<file path="src/rtl/uart_arb_pkg.sv">
// Shared types for the UART transmit arbiter: FSM state encoding and the
// default header tag nibble.
package uart_arb_pkg;

    typedef enum logic [1:0] {
        IDLE    = 2'd0,
        HEADER  = 2'd1,
        PAYLOAD = 2'd2
    } arb_state_t;

    localparam logic [3:0] HDR_TAG_DEFAULT = 4'hA;

endpackage

</file>
<file path="src/rtl/uart_tx_arbiter_rr_pick.sv">
// Combinational round-robin picker: first asserted request strictly above ptr,
// wrapping to the lowest asserted request when none lies above it.
module rr_pick #(
    parameter int N_REQ = 4,
    parameter int ID_W  = $clog2(N_REQ)
) (
    input  logic [N_REQ-1:0] req,
    input  logic [ID_W-1:0]  ptr,
    output logic [ID_W-1:0]  gnt_id,
    output logic             any
);

    logic [N_REQ-1:0] upper;

    always_comb begin
        upper  = '0;
        gnt_id = '0;
        for (int i = 0; i < N_REQ; i++) begin
            upper[i] = req[i] && (i > int'(ptr));
        end
        // The wrapped search result is overridden by any hit above the pointer.
        for (int i = N_REQ - 1; i >= 0; i--) begin
            if (req[i]) gnt_id = ID_W'(i);
        end
        for (int i = N_REQ - 1; i >= 0; i--) begin
            if (upper[i]) gnt_id = ID_W'(i);
        end
        any = |req;
    end

endmodule

</file>
<file path="src/rtl/uart_tx_arbiter.sv">
// Round-robin packet arbiter in front of a single UART TX; holds a grant for a
// whole packet and prefixes each packet with a source-identifying header byte.
module uart_tx_arbiter
    import uart_arb_pkg::*;
#(
    parameter int         N_REQ          = 4,
    parameter int         BITS_N         = 8,
    parameter bit         HEADER_EN      = 1'b1,
    parameter logic [3:0] HDR_TAG        = HDR_TAG_DEFAULT,
    parameter int         TIMEOUT_CYCLES = 1_000_000
) (
    input  logic                      clk,
    input  logic                      rst,
    input  logic [N_REQ*BITS_N-1:0]   req_data,
    input  logic [N_REQ-1:0]          req_valid,
    input  logic [N_REQ-1:0]          req_last,
    output logic [N_REQ-1:0]          req_ready,
    output logic [BITS_N-1:0]         tx_data,
    output logic                      tx_valid,
    input  logic                      tx_ready,
    output logic [$clog2(N_REQ)-1:0]  grant_id,
    output logic                      busy,
    output logic                      abort
);

    localparam int ID_W  = $clog2(N_REQ);
    localparam int CNT_W = $clog2(TIMEOUT_CYCLES + 1);

    arb_state_t          state;
    arb_state_t          state_nxt;
    logic [ID_W-1:0]     rr_ptr;
    logic [ID_W-1:0]     pick_id;
    logic                pick_any;
    logic                full;
    logic [CNT_W-1:0]    idle_cnt;
    logic                load_hdr;
    logic                load_pay;
    logic                pkt_end;
    logic [BITS_N-1:0]   pay_byte;
    logic [BITS_N-1:0]   hdr_byte;

    rr_pick #(
        .N_REQ (N_REQ),
        .ID_W  (ID_W)
    ) u_pick (
        .req    (req_valid),
        .ptr    (rr_ptr),
        .gnt_id (pick_id),
        .any    (pick_any)
    );

    assign pay_byte = req_data[int'(grant_id)*BITS_N +: BITS_N];
    assign hdr_byte = BITS_N'({HDR_TAG, 4'(grant_id)});
    assign tx_valid = full;
    assign pkt_end  = (load_pay && req_last[grant_id]) || abort;

    always_ff @(posedge clk) begin
        if (rst) state <= IDLE;
        else     state <= state_nxt;
    end

    // Loads are only issued while the holding register is empty, so a load can
    // never coincide with a drain and tx_data stays put for the cycle after it.
    always_comb begin
        state_nxt = state;
        load_hdr  = 1'b0;
        load_pay  = 1'b0;
        req_ready = '0;
        abort     = 1'b0;
        case (state)
            IDLE: begin
                if (pick_any) state_nxt = HEADER_EN ? HEADER : PAYLOAD;
            end
            HEADER: begin
                if (!full) begin
                    load_hdr  = 1'b1;
                    state_nxt = PAYLOAD;
                end
            end
            PAYLOAD: begin
                if (!full && req_valid[grant_id]) begin
                    load_pay            = 1'b1;
                    req_ready[grant_id] = 1'b1;
                    if (req_last[grant_id]) state_nxt = IDLE;
                end else if (idle_cnt == CNT_W'(TIMEOUT_CYCLES - 1)) begin
                    abort     = 1'b1;
                    state_nxt = IDLE;
                end
            end
            default: state_nxt = IDLE;
        endcase
    end

    always_ff @(posedge clk) begin
        if (rst) begin
            rr_ptr   <= ID_W'(N_REQ - 1);
            grant_id <= '0;
            busy     <= 1'b0;
            full     <= 1'b0;
            tx_data  <= '0;
            idle_cnt <= '0;
        end else begin
            if (state == IDLE && pick_any) begin
                grant_id <= pick_id;
                busy     <= 1'b1;
            end
            if (pkt_end) begin
                rr_ptr <= grant_id;
                busy   <= 1'b0;
            end
            if (load_hdr) begin
                full    <= 1'b1;
                tx_data <= hdr_byte;
            end else if (load_pay) begin
                full    <= 1'b1;
                tx_data <= pay_byte;
            end else if (full && tx_ready) begin
                full <= 1'b0;
            end
            if (state == PAYLOAD && !load_pay && !abort) idle_cnt <= idle_cnt + CNT_W'(1);
            else                                         idle_cnt <= '0;
        end
    end

endmodule

</file>
<file path="config.mk">
export PLATFORM = sky130hd
export DESIGN_NAME = uart_tx_arbiter
export DESIGN_NICKNAME = d
export VERILOG_FILES = /design/src/rtl/uart_arb_pkg.sv /design/src/rtl/uart_tx_arbiter_rr_pick.sv /design/src/rtl/uart_tx_arbiter.sv
export SDC_FILE = /design/constraint.sdc
export NUM_CORES = 1
export LEC_CHECK = 0
export CORE_MARGIN = 10
export CORE_UTILIZATION = 45
export CTS_BUF_LIST = sky130_fd_sc_hd__clkbuf_8
export DETAILED_ROUTE_END_ITERATION = 12
export HOLD_SLACK_MARGIN = 0.03
export PLACE_DENSITY = 0.77
export SLEW_MARGIN = 40
export SYNTH_ARGS = -nofsm -noshare
export SYNTH_HDL_FRONTEND = slang
export SYNTH_HIERARCHICAL = 1
export SYNTH_SLANG_ARGS = --single-unit
</file>
<file path="constraint.sdc">
create_clock -name clk -period 3.49 [get_ports clk]
set_input_delay 0.5235 -clock clk [delete_from_list [all_inputs] [get_ports clk]]
set_output_delay 0.5235 -clock clk [all_outputs]
set_load 0.05 [all_outputs]
</file>
### Word level (Yosys, flattened, before mapping)

Cells that the tools add are included.

| cells by class | value |
|---|---|
| add/sub/neg operators | 1 |
| order comparisons | 5 |
| eq/ne operators | 7 |
| shift operators | 1 |
| mux-type cells | 33 |
| bitwise operators | 1 |
| reductions and logical operators | 22 |

Operators with widths:

| kind | number |
|---|---|
| indexed part select 32 x 6 -> 8 bit | 1 |
| 2-to-1 mux 2 bit | 12 |
| adder 20 x 1 -> 20 bit (second input constant) | 1 |
| equality test 20 bit (second input constant) | 1 |
| 2-to-1 mux 8 bit | 2 |
| 2-to-1 mux 1 bit | 13 |
| logical AND 1 bit | 10 |
| 2-to-1 mux 4 bit | 2 |
| != test 3 bit (second input constant) | 2 |
| one-hot mux 2 bit (3 select lines) | 1 |
| OR reduction 2 bit | 3 |
| binary-select mux 1 bit (select 2 bit) | 2 |
| > comparator 2 bit (first input constant) | 2 |
| != test 2 bit (second input constant) | 2 |
| AND reduction 4 bit | 1 |
| OR reduction 4 bit | 1 |
| zero test 1 bit | 3 |
| < comparator 2 x 3 -> 1 bit (second input constant) | 1 |
| nonzero test 3 bit | 1 |
| demux 1 bit (select 2 bit) | 1 |
| equality test 2 x 1 -> 1 bit (second input constant) | 1 |
| equality test 2 bit (second input constant) | 1 |
| >= comparator 2 x 1 -> 1 bit (second input constant) | 1 |
| > comparator 1 x 2 -> 1 bit (first input constant) | 1 |
| 4 further kinds | 4 |

| storage, ports and cells | value |
|---|---|
| register bits | 36 |
| bits of input ports | 43 |
| logic and storage cells | 78 |

### Logic depth before layout (Yosys ltp)

Gate-level depths: netlist (run 1).

| depth | value |
|---|---|
| depth in word-level cells | 10 |
| depth in mapped cells | 8 |

### Hierarchy

Netlist (run 1), hierarchy kept.

By module, submodules not included:

| module | times used | cells each | area an instance (µm²) | seq. area each (µm²) |
|---|---|---|---|---|
| uart_tx_arbiter | 1 | 191 | 1926.8 | 720.7 |
| rr_pick | 1 | 14 | 86.3 | 0.0 |

### Worst setup path after synthesis (run 1)

Ideal clock, no wire load.

| path | value |
|---|---|
| kind | reg2out |
| from | register grant_id[1] |
| to | output port req_ready[1] |
| arrival | 2719 ps |
| setup slack | 248 ps |
| cell stages (with the launch flop) | 7 |
| buffers on the path | 2 |
| cell sequence | dfxtp_1 > buf_2 > nand2b_1 > o22ai_1 > nand2_1 > buf_4 > nor3b_1 |

| between the ends | value |
|---|---|
| longest elaborated chain between the ends | 6 |
| elaborated cells on any way between the ends | 10 |

RTL lines:

| what | RTL line | source |
|---|---|---|
| start: declaration | uart_tx_arbiter.sv:21 | `output logic [$clog2(N_REQ)-1:0] grant_id,` |
| start signal: assignment | uart_tx_arbiter.sv:104 | `grant_id <= pick_id;` |
| < comparator 2 x 3 -> 1 bit (not written as such) / >= comparator 2 x 1 -> 1 bit (equally long branches) | uart_tx_arbiter.sv:83 | `req_ready[grant_id] = 1'b1;` |
| logical AND 1 bit (not written as such) | uart_tx_arbiter.sv:83 |  |
| 2-to-1 mux 1 bit (not written as such) | uart_tx_arbiter.sv:83 |  |
| demux 1 bit (select 2 bit) | uart_tx_arbiter.sv:83 |  |
| 2-to-1 mux 4 bit * | uart_tx_arbiter.sv:81 | `if (!full && req_valid[grant_id]) begin` |
| 2-to-1 mux 4 bit * | uart_tx_arbiter.sv:70 | `case (state)` |
| end: declaration | uart_tx_arbiter.sv:17 | `output logic [N_REQ-1:0] req_ready,` |

Mark *: on every way between the ends. The rest lies on a longest branch, timed or not. The select of a mux whose other input is x is not followed.

### Final worst setup path (run 1)

| path | value |
|---|---|
| from | input port req_valid[3] |
| to | output port req_ready[3] |

| between the ends | value |
|---|---|
| longest elaborated chain between the ends | 5 |

RTL lines:

| what | RTL line | source |
|---|---|---|
| start: declaration | uart_tx_arbiter.sv:15 | `input logic [N_REQ-1:0] req_valid,` |
| binary-select mux 1 bit (select 2 bit) | uart_tx_arbiter.sv:81 |  |
| 2-to-1 mux 1 bit (not written as such) | uart_tx_arbiter.sv:81 |  |
| logical AND 1 bit | uart_tx_arbiter.sv:81 |  |
| 2-to-1 mux 4 bit | uart_tx_arbiter.sv:81 |  |
| 2-to-1 mux 4 bit | uart_tx_arbiter.sv:70 |  |

No other way between the ends. The select of a mux whose other input is x is not followed.

==> results.md, run 1 <==
- Hold Vio Cnt, Final: 0
- Maximum buffer depth of the clock tree: 2
- Final Skew: 0.00427 ns
- Die W: 86.9 µm
- Fmax: 329 MHz
- First-pass GRT wire length: 8.09 mm
- Area Overhead vs Synth: 37.0%
- Register bit total from synthesis: 36
- Crit path time final: 3.04 ns
- Post-Syn Instances: 205
- Startpoint types: input port
- Drt wl/cell: 15.7 µm
- Via count: 1,706
- P_leak: 0.999 nW
- Post-cts hold buffer count: 0
- Ys Warns: 6
- Worst slew pin tran: 0.535 ns
- Drt pass-1 iters: 4
- Pre-CTS setup slack: 0.510 ns
- Clk_lat worst skew: 0.29 ns
- Final setup viols: 0
- Antenna violations before repair: 0
- Sequential cell area: 721 µm²
- CTS tree: built
- Die area: 0.00755 mm²
- Via/cell ratio: 5.33
- Reg clk slew, reported paths: 0.07 ns
- Fill cell count: 354
- Req. time, crit path: 2.97 ns
- IO Port Bufs: 59
- Total Routed Length: 5.01 mm
- RSZ-0062 raised after global routing: false
- Post-route setup slack: 0.447 ns
- Footprint of the multi-input gates: 0.00120 mm²
- TritonCTS Buffers: 5
- Largest net degree at the start of global routing: 20
- Row count: 24
- Top FF cell, synth: dfxtp_1
- Root Driver: clkbuf_8
- Hold WS: 0.502 ns
- Crit-path max FO: 5
- 1st-iter DRT viols: 71
- Pwr dens: 520 mW/mm²
- Die Height: 86.9 µm
- Critical path class: in -> out
- VDD IR max: 307 µV
- Fin Setup TNS: 0 ns
- # resized after CTS: 0
- Most frequent cells in the layout: clkdlybuf4s50_1 (56), dfxtp_1 (36), nor2_1 (25)
- H-tree depth: 2
- Syn_nets: 249
- Max Slew Vio Count: 0
- Final estimated routing congestion in global placement: 0.792
- Worst Setup End Kind: output pin
- Final ANT Viol Nets: 0
- Total design power: 0.00144 W
- Residual DRC count: 0
- Seq/Total Area, Yosys: 35.8%
- Async SR Flop Fraction: 0%
- Max-Cap Viols: 0
- Status: completed
- Worst hold path type: reg -> reg
- # Post-CTS Setup Buffers: 0
- Fin crit share: 87.2%
- CTS Sinks: 36
- Netlist cell types: 39
- Post-DP HPWL: 3.94 mm
- Diodes inserted: 0
- I/O pin count: 60
- Share of cells above drive strength 1: 14.9%
- Slew margin rel.: 64.2%
- Post-synthesis cell area: 0.00201 mm²
- Critical path's most frequent cell: clkdlybuf4s50_1
- Post-synth EDFFs: 0
- Global route total overflow: 0
- Critical-path cell with the highest stage delay: clkdlybuf4s50_1
- Final net count: 311
- Initial Util: 46.2%
- Placed cell area: 0.00267 mm²
- Worst-path cell chain: clkdlybuf4s50_1 -> mux2i_1 -> o22ai_1 -> and4_1 -> clkdlybuf4s50_1
- Slowest stage delay, CP: 0.81 ns
- Commonest non-fill, non-tap cell in the layout: clkdlybuf4s50_1
- All-Layer GR Usage: 13.3%
- Syn avg cell area: 9.82 µm²
- Final Cell Area: 0.00276 mm²
- Crit path DAT: 2.52 ns
- Vias in the first global route: 1,690
- Core area: 0.00435 mm²
- R2R Setup Slk: 1.66 ns
==> worst max-delay path, delay by kind of cell <==
kind	cells	cell delay, ns
buf+inv	2	1.34
compound gates	1	0.27
simple gates	1	0.25
mux	1	0.13
==> synthesized netlist by cell type (6+ instances only) <==
cell type	count	area, µm²
dfxtp_1	36	721
nor2_1	25	93.8
mux2i_1	13	130
xor2_1	12	105
nand2_1	11	41.3
a21oi_1	9	45.0
mux4_2	9	203
nand3_1	9	45.0
nor2_4	8	90.1
nand2b_1	7	43.8
xnor2_1	6	52.6
==> worst paths after layout <==
| kind | from | to | depth (start not counted) |
|---|---|---|---|
| max | req_valid[3] | req_ready[3] | 5 |
| min | tx_data[2] | tx_data[2] | 2 |
| max reg2reg | grant_id[1] | state[1] | 6 |
| min reg2reg | tx_data[2] | tx_data[2] | 2 |
==> routing by layer <==
layer	share of wire, %	vias to the layer above	routed length, µm	track usage (%)
met5	0	-	0	0
met1	42	806	2100	15.7
met4	1.3	0	63	4.42
met3	5.6	5	279	4.40
li1	-	858	-	-
met2	51	37	2570	22.1
==> through the flow <==
stage / utilization, % / cells
final: 63.3 / 320
after global routing: 63.3 / 320
after CTS: 63.3 / 320
after detailed placement: 61.2 / 312
after global placement: 61.2 / 312
after floorplan: - / 205
==> cell families after synthesis <==
group                      share of synthesized area (%)
AOI/OAI and AO/OA                                   8.70
xor gates and xnor gates                            7.83
adders and majority gates                          0.621
buffers and inverters                               4.48
DFF                                                 35.8
muxes                                               16.5
and+or+nand+nor                                     26.0
==> power by group <==
group / switching, W / total, W / leakage (nW) / internal [W]
Clock: 0.000152 / 0.000310 / 0.0510 / 0.000158
Sequential: 0.0000532 / 0.000519 / 0.292 / 0.000466
Combinational: 0.000348 / 0.000607 / 0.656 / 0.000259
Total: 0.000553 / 0.00144 / 0.999 / 0.000882
==> registers in the layout, indices dropped and copies added (netlist names) <==
name / cells
tx_data: 8
tx_valid: 1
busy: 1
idle_cnt: 20
grant_id: 2
rr_ptr: 2
state: 2
==> final cells by class <==
cell class              count  share of cell area [%]
repair buffers             64                    23.9
clock buffers               6                    2.99
flip-flops and latches     36                    26.1
inverters                   5                   0.681
well taps                  52                    2.36
clock inverters             2                   0.363
multi-input cells         155                    43.6
Power figures use the tool's default switching activity.
==> run 2: changes to the inputs <==
--- a/config.mk
+++ b/config.mk
@@ -11,8 +11,8 @@
 export DETAILED_ROUTE_END_ITERATION = 12
 export HOLD_SLACK_MARGIN = 0.03
 export PLACE_DENSITY = 0.77
+export REMOVE_ABC_BUFFERS = 1
 export SLEW_MARGIN = 40
 export SYNTH_ARGS = -nofsm -noshare
 export SYNTH_HDL_FRONTEND = slang
-export SYNTH_HIERARCHICAL = 1
 export SYNTH_SLANG_ARGS = --single-unit
==> run 2 against run 1 <==
Against the previous run:
- register-to-register slack worse by 0.15 ns
- final cell count decreased by 1.6%
- wire length decreased by 4.7%
- combinational power decreased by 44%
- die area decreased by 1.5%
- design area fell by 3.6%
- largest power group is now sequential cells
==> results.md, run 2 <==
- Pwr dens: 412 mW/mm² (-21%)
- Fill cell count: 391 (+10%)
- CTS tree: built
- Reg clk slew, reported paths: 0.06 ns (about the same)
- VDD IR max: 249 µV (-19%)
- Top FF cell, synth: dfxtp_1
- 1st-iter DRT viols: 92 (+30%)
- H-tree depth: 2 (unchanged)
- Crit-path max FO: 5 (unchanged)
- Area contributors post-synth: dfxtp_1 (37%), mux4_2 (10%), nor2_1 (7.0%)
- Clk_lat worst skew: 0.29 ns (about the same)
- Via count: 1,694 (-0.70%)
- Crit path DAT: 2.39 ns (-0.13 ns)
- I/O pin count: 60 (unchanged)
- CTS Sinks: 36 (unchanged)
- Total Routed Length: 4.77 mm (-4.7%)
- Worst hold path type: reg -> reg
- Die area: 0.00744 mm² (-1.5%)
- Syn avg cell area: 9.77 µm² (-0.47%)
- Pre-CTS setup slack: 0.590 ns (+0.0804 ns)
- # resized after CTS: 0 (unchanged)
- Max reg flops: 20 (unchanged)
- Fmax: 343 MHz (+4.3%)
- Synth Area in Adders: 0.634% (+0.012 points)
- Req. time, crit path: 2.97 ns (about the same)
- Max-Cap Viols: 0 (unchanged)
- Vias in the first global route: 1,623 (-4.0%)
- Worst Setup End Kind: output pin
- Slowest stage delay, CP: 0.87 ns (+0.06 ns)
- Top reg by flops: idle_cnt
- Worst hold path stage count: 1 (-1)
- Antenna violations before repair: 0 (unchanged)
- Largest family of logic cells by synthesized area: simple AND/OR/NAND/NOR gates
- Status: completed
- Via/cell ratio: 5.38 (+0.87%)
- Post-synth EDFFs: 0 (unchanged)
- RSZ-0062 raised after global routing: false
- Row count: 24 (unchanged)
- Post-placement cell count: 307 (-1.6%)
- R2R Setup Slk: 1.51 ns (-0.15 ns)
- R2r endpoint: idle_cnt[4]
- Largest regs: idle_cnt: 20 flops, tx_data: 8 flops
- IO Port Bufs: 59 (unchanged)
- Synth area leader: dfxtp_1
- Worst Hold Launch: idle_cnt[0]
- Non-Filler Instances: 315 (-1.6%)
- Root Driver: clkbuf_8
- Delay-heaviest family, CP: buffers and inverters
- Async SR Flop Fraction: 0% (unchanged)
- CP bufs+invs: 2 (unchanged)
- XOR/XNOR Fraction of Synth Area: 7.98% (+0.15 points)
- Crit path time final: 2.92 ns (-0.127 ns)
- Final setup viols: 0 (unchanged)
- Hold Vio Cnt, Final: 0 (unchanged)
- RR Startpoint: grant_id[0]
- Hold WS: 0.450 ns (-0.0522 ns)
- Worst slew pin tran: 0.657 ns (+0.121 ns)
- Drt pass-1 iters: 4 (unchanged)
- Post-cts hold buffer count: 0 (unchanged)
- Area Overhead vs Synth: 34.7%
- Die Height: 86.2 µm (-0.74%)
- Ys Warns: 0 (-6)
- Largest net degree at the start of global routing: 21 (+5.0%)
- Top cell type's share of synthesized area: 36.5% (+0.70 points)
- Post-synthesis cell area: 0.00197 mm² (-1.9%)
- Final estimated routing congestion in global placement: 0.800 (+1.1%)
- P_leak: 0.937 nW (-6.2%)
- Final Skew: 0.0115 ns (+0.00720 ns)
- Post-route setup slack: 0.574 ns (+0.127 ns)
- Synth cell count leaders: nor2_1 (37), dfxtp_1 (36), mux2i_1 (12), xnor2_1 (12), nand2_1 (11)
- Startpoint types: input port
- Final net count: 306 (-1.6%)
- Critical path's most frequent cell: clkdlybuf4s50_1
- Share of cells above drive strength 1: 13.3% (-1.6 points)
- Residual DRC count: 0 (unchanged)
- Worst setup path start: req_valid[0]
- Critical path class: in -> out
- R2R cell count: 6 (unchanged)
- Post-synthesis compound-gate area fraction: 7.16% (-1.5 points)
- Cell with the most instances after synthesis: nor2_1
- # Post-CTS Setup Buffers: 0 (unchanged)
- First-pass GRT wire length: 7.65 mm (-5.5%)
- Fin crit share: 83.6% (-3.6 points)
- Maximum buffer depth of the clock tree: 2 (unchanged)
- Diodes inserted: 0 (unchanged)
- Seq/Total Area, Yosys: 36.5% (+0.70 points)
- Min-Delay Endpoint: idle_cnt[0]
- Post-synthesis mux area share: 17.5% (+0.96 points)
- Netlist cell types: 45 (+15%)
- Final ANT Viol Nets: 0 (unchanged)
- Worst-path cell chain: clkdlybuf4s50_1 -> mux2i_4 -> nor4b_1 -> clkdlybuf4s50_1
- Post-DP HPWL: 3.77 mm (-4.2%)
- Most frequent cells in the layout: clkdlybuf4s50_1 (56), nor2_1 (37), dfxtp_1 (36)
- Commonest non-fill, non-tap cell in the layout: clkdlybuf4s50_1
- Synth Area in Simple Gates: 25.5% (-0.57 points)
- Global route total overflow: 0 (unchanged)
- TritonCTS Buffers: 5 (unchanged)
- Fin Setup TNS: 0 ns (unchanged)
- All-Layer GR Usage: 12.3% (-0.99 points)
- Register bit total from synthesis: 36 (unchanged)
- Slew margin rel.: 55.8% (-8.4 points)
- Die W: 86.2 µm (-0.74%)
- Core area: 0.00429 mm² (-1.4%)
- Critical-path cell with the highest stage delay: clkdlybuf4s50_1
- Initial Util: 46.0% (-0.26 points)
- Post-Syn Instances: 202 (-1.5%)
- Drt wl/cell: 15.2 µm (-3.2%)
- Max Slew Vio Count: 0 (unchanged)
[run 2: per-layer routing]
metal,vias up,GRT usage [%],wire length [µm]
met5,-,0,0
met4,0,4.42,48
met3,8,3.47,295
met2,52,20.8,2320
met1,801,14.5,2110
li1,833,-,-
[run 2: final cells by class]
cell class              instances  area (µm²)  share of cell area [%]
clock buffers                   6        82.6                    3.11
clock inverters                 2        10.0                   0.376
inverters                       6        22.5                   0.847
multi-input cells             152        1160                    43.6
flip-flops and latches         36         721                    27.1
well taps                      52        65.1                    2.45
repair buffers                 61         598                    22.5
[run 2: logic make-up (layout without fill, tap and decap cells)]
family / count (synthesis) / in the layout
compound gates: 19 / 19
simple gates: 92 / 92
flops: 36 / 36
fa+ha+maj: 1 / 1
mux: 22 / 22
buf+inv: 14 / 75
xor+xnor: 18 / 18
[run 2: worst max-delay path by stage]
stage,endpoint,slack [ns],cells after the start
4_1_cts,req_ready[0],0.59,4
5_1_grt,req_ready[0],0.47,4
6_report,req_ready[0],0.57,4
3_3_place_gp,req_ready[0],0.62,4
2_1_floorplan,req_ready[0],-0.0007,2
3_5_place_dp,req_ready[0],0.59,4
[run 2: power by group]
group,total [W],internal (W),switching (W)
logic,0.000342,0.000160,0.000182
registers,0.000455,0.000436,0.0000191
clock network,0.000299,0.000157,0.000142
[run 2: stage by stage]
| step | power [W] | instance area, µm² | util (%) |
|---|---|---|---|
| after floorplan | 0.000679 | 1900 | - |
| after global placement | 0.000803 | 2570 | 59.8 |
| after detailed placement | 0.000810 | 2570 | 59.8 |
| after CTS | 0.00110 | 2660 | 61.9 |
| after global routing | 0.00115 | 2660 | 61.9 |
| final | 0.00110 | 2660 | 61.9 |
==> run 3: changes to the inputs <==
==> constraint.sdc (replaced) <==
create_clock -name clk -period 2.9 [get_ports clk]
set_input_delay 0.435 -clock clk [delete_from_list [all_inputs] [get_ports clk]]
set_output_delay 0.435 -clock clk [all_outputs]
set_load 0.05 [all_outputs]
==> run 3 against run 2 <==
Against the previous run:
- largest power group unchanged
- highest routed layer unchanged
- non-clock buffer count stayed put
- design area is 1.9% higher
- via count is 2.8% lower
- utilization is 1.2 points higher
- largest cell class unchanged
- critical path type unchanged
- final cell count stayed put
==> results.md, run 3 (synthesis results as in run 2) <==
- # resized after CTS: 0 (unchanged)
- Post-cts hold buffer count: 0 (unchanged)
- Reg clk slew, reported paths: 0.07 ns (about the same)
- TritonCTS Buffers: 5 (unchanged)
- CTS Sinks: 36 (unchanged)
- Residual DRC count: 0 (unchanged)
- Reg power frac: 39.7% (-1.8 points)
- Delay-heaviest family, CP: buffers and inverters
- # Post-CTS Setup Buffers: 0 (unchanged)
- RSZ-0062 raised after global routing: false
- Slew margin rel.: 58.5% (+2.6 points)
- Core area: 0.00429 mm² (unchanged)
- Die W: 86.2 µm (unchanged)
- Largest regs: idle_cnt: 20 flops, tx_data: 8 flops
- Critical path class: in -> out
- Clock network fraction of total power: 31.3% (+4.0 points)
- I/O pin count: 60 (unchanged)
- Worst hold path type: reg -> reg
- Startpoint types: input port
- Initial Util: 46.0% (unchanged)
- Largest net degree at the start of global routing: 21 (unchanged)
- Comb pwr share: 29.0% (-2.2 points)
- VDD IR max: 244 µV (-2.0%)
- Root Driver: clkbuf_8
- Max Slew Vio Count: 0 (unchanged)
- Most frequent cells in the layout: clkdlybuf4s50_1 (54), nor2_1 (37), dfxtp_1 (36)
- Drt wl/cell: 14.9 µm (-1.4%)
- IO Port Bufs: 59 (unchanged)
- Total design power: 0.00139 W (+27%)
- Crit-path max FO: 10 (+5)
- Fin Setup TNS: 0 ns (unchanged)
- Top reg by flops: idle_cnt
- Global route total overflow: 0 (unchanged)
- Row count: 24 (unchanged)
- Crit path time final: 2.40 ns
- Commonest non-fill, non-tap cell in the layout: clkdlybuf4s50_1
- Clk_lat worst skew: 0.29 ns (about the same)
- Hold Vio Cnt, Final: 0 (unchanged)
- Total Routed Length: 4.70 mm (-1.4%)
- Area Overhead vs Synth: 37.3%
- Critical-path cell with the highest stage delay: clkdlybuf4s50_1
- Worst Setup End Kind: output pin
- H-tree depth: 2 (unchanged)
- Worst-path cell chain: clkdlybuf4s50_1 -> mux2i_4 -> o22ai_2 -> and2_4 -> and3_1 -> buf_12
- Via count: 1,647 (-2.8%)
- All-Layer GR Usage: 12.7% (+0.34 points)
- Pwr dens: 515 mW/mm² (+25%)
- Vias in the first global route: 1,606 (-1.0%)
- Die area: 0.00744 mm² (unchanged)
- First-pass GRT wire length: 7.71 mm (+0.90%)
- Final estimated routing congestion in global placement: 0.798 (-0.27%)
- Fin crit share: 82.7%
- P_leak: 0.952 nW (+1.6%)
- Maximum buffer depth of the clock tree: 2 (unchanged)
- CTS tree: built
- Sw Ratio: 30.4% (-0.91 points)
- CP bufs+invs: 2 (unchanged)
- Max-Cap Viols: 0 (unchanged)
- Status: completed
- Final Skew: 0.00930 ns (-0.00217 ns)
- Req. time, crit path: 2.47 ns (-0.50 ns)
- Die Height: 86.2 µm (unchanged)
- Final setup viols: 0 (unchanged)
- Antenna violations before repair: 0 (unchanged)
- Post-DP HPWL: 3.73 mm (-1.2%)
- Fmax: 417 MHz
- 1st-iter DRT viols: 69 (-25%)
- Max reg flops: 20 (unchanged)
- Via/cell ratio: 5.23 (-2.8%)
- Drt pass-1 iters: 4 (unchanged)
- Internal power: 0.000971 W (+29%)
- Worst slew pin tran: 0.618 ns (-0.0391 ns)
- NetSw: 0.000423 W (+24%)
- Diodes inserted: 0 (unchanged)
- Share of cells above drive strength 1: 14.1% (+0.76 points)
- Crit path DAT: 1.96 ns (-0.43 ns)
- Final net count: 306 (unchanged)
- Slowest stage delay, CP: 0.58 ns (-0.29 ns)
- Final ANT Viol Nets: 0 (unchanged)
==> run 3: cell types whose count changed in the layout (fill, tap and decap cells not counted) <==
cell	before	now
buf_12	0	3
buf_4	5	4
bufinv_16	0	1
clkbuf_8	6	5
clkinvlp_4	0	1
clkdlybuf4s50_1	56	54
clkinv_2	2	1
==> run 3: worst paths after layout <==
kind / to / cells past startpoint / startpoint / slack [ns]
worst max register to register: busy / 5 / idle_cnt[14] / 1.07
worst max-delay path: req_ready[3] / 6 / req_valid[0] / 0.50
worst min register to register: idle_cnt[0] / 1 / idle_cnt[0] / 0.45
worst min-delay path: idle_cnt[0] / 1 / idle_cnt[0] / 0.45
==> run 3: layer usage <==
layer  part of all wire [%]  global-route usage, %  routed length [µm]  vias up
met5                      0                      0                   0        -
met1                     45                   14.9                2110      758
met4                    1.4                   4.86                  66        0
li1                       -                      -                   -      840
met2                     48                   20.9                2260       43
met3                    5.7                   4.22                 269        6
==> run 3: area by class of cell <==
cell class              instances  area [µm²]
multi-input cells             152        1160
fillers                       377        1580
well taps                      52        65.1
clock inverters                 3        42.5
clock buffers                   5        68.8
flip-flops and latches         36         721
inverters                       6        22.5
repair buffers                 61         631
==> run 3: power groups by stage <==
stage / sequential (W) / clock [W] / combinational [W]
after global placement: 0.000565 / 0 / 0.000402
final: 0.000554 / 0.000436 / 0.000404
after global routing: 0.000560 / 0.000468 / 0.000433
after detailed placement: 0.000566 / 0 / 0.000406
after floorplan: 0.000655 / 0 / 0.000163
after CTS: 0.000555 / 0.000445 / 0.000408
==> run 3: worst reg2reg max path: stages (launching register included) <==
cell and delay, ns:
dfxtp_1 0.41, nor4b_1 0.42, nand2_1 0.17, nor4_4 0.41
a21oi_2 0.11, nor3b_1 0.16
==> run 3: metrics by stage <==
stage / std cells / hold slack (ns) / utilization (%) / worst slack [ns] / cell area, µm²
2_1_floorplan: 194 / 0.418 / - / -0.502 / 1900
3_3_place_gp: 307 / 0.436 / 60.5 / 0.519 / 2600
3_5_place_dp: 307 / 0.444 / 60.5 / 0.499 / 2600
4_1_cts: 315 / 0.454 / 63.1 / 0.464 / 2710
5_1_grt: 315 / 0.487 / 63.1 / 0.392 / 2710
6_report: 315 / 0.454 / 63.1 / 0.500 / 2710
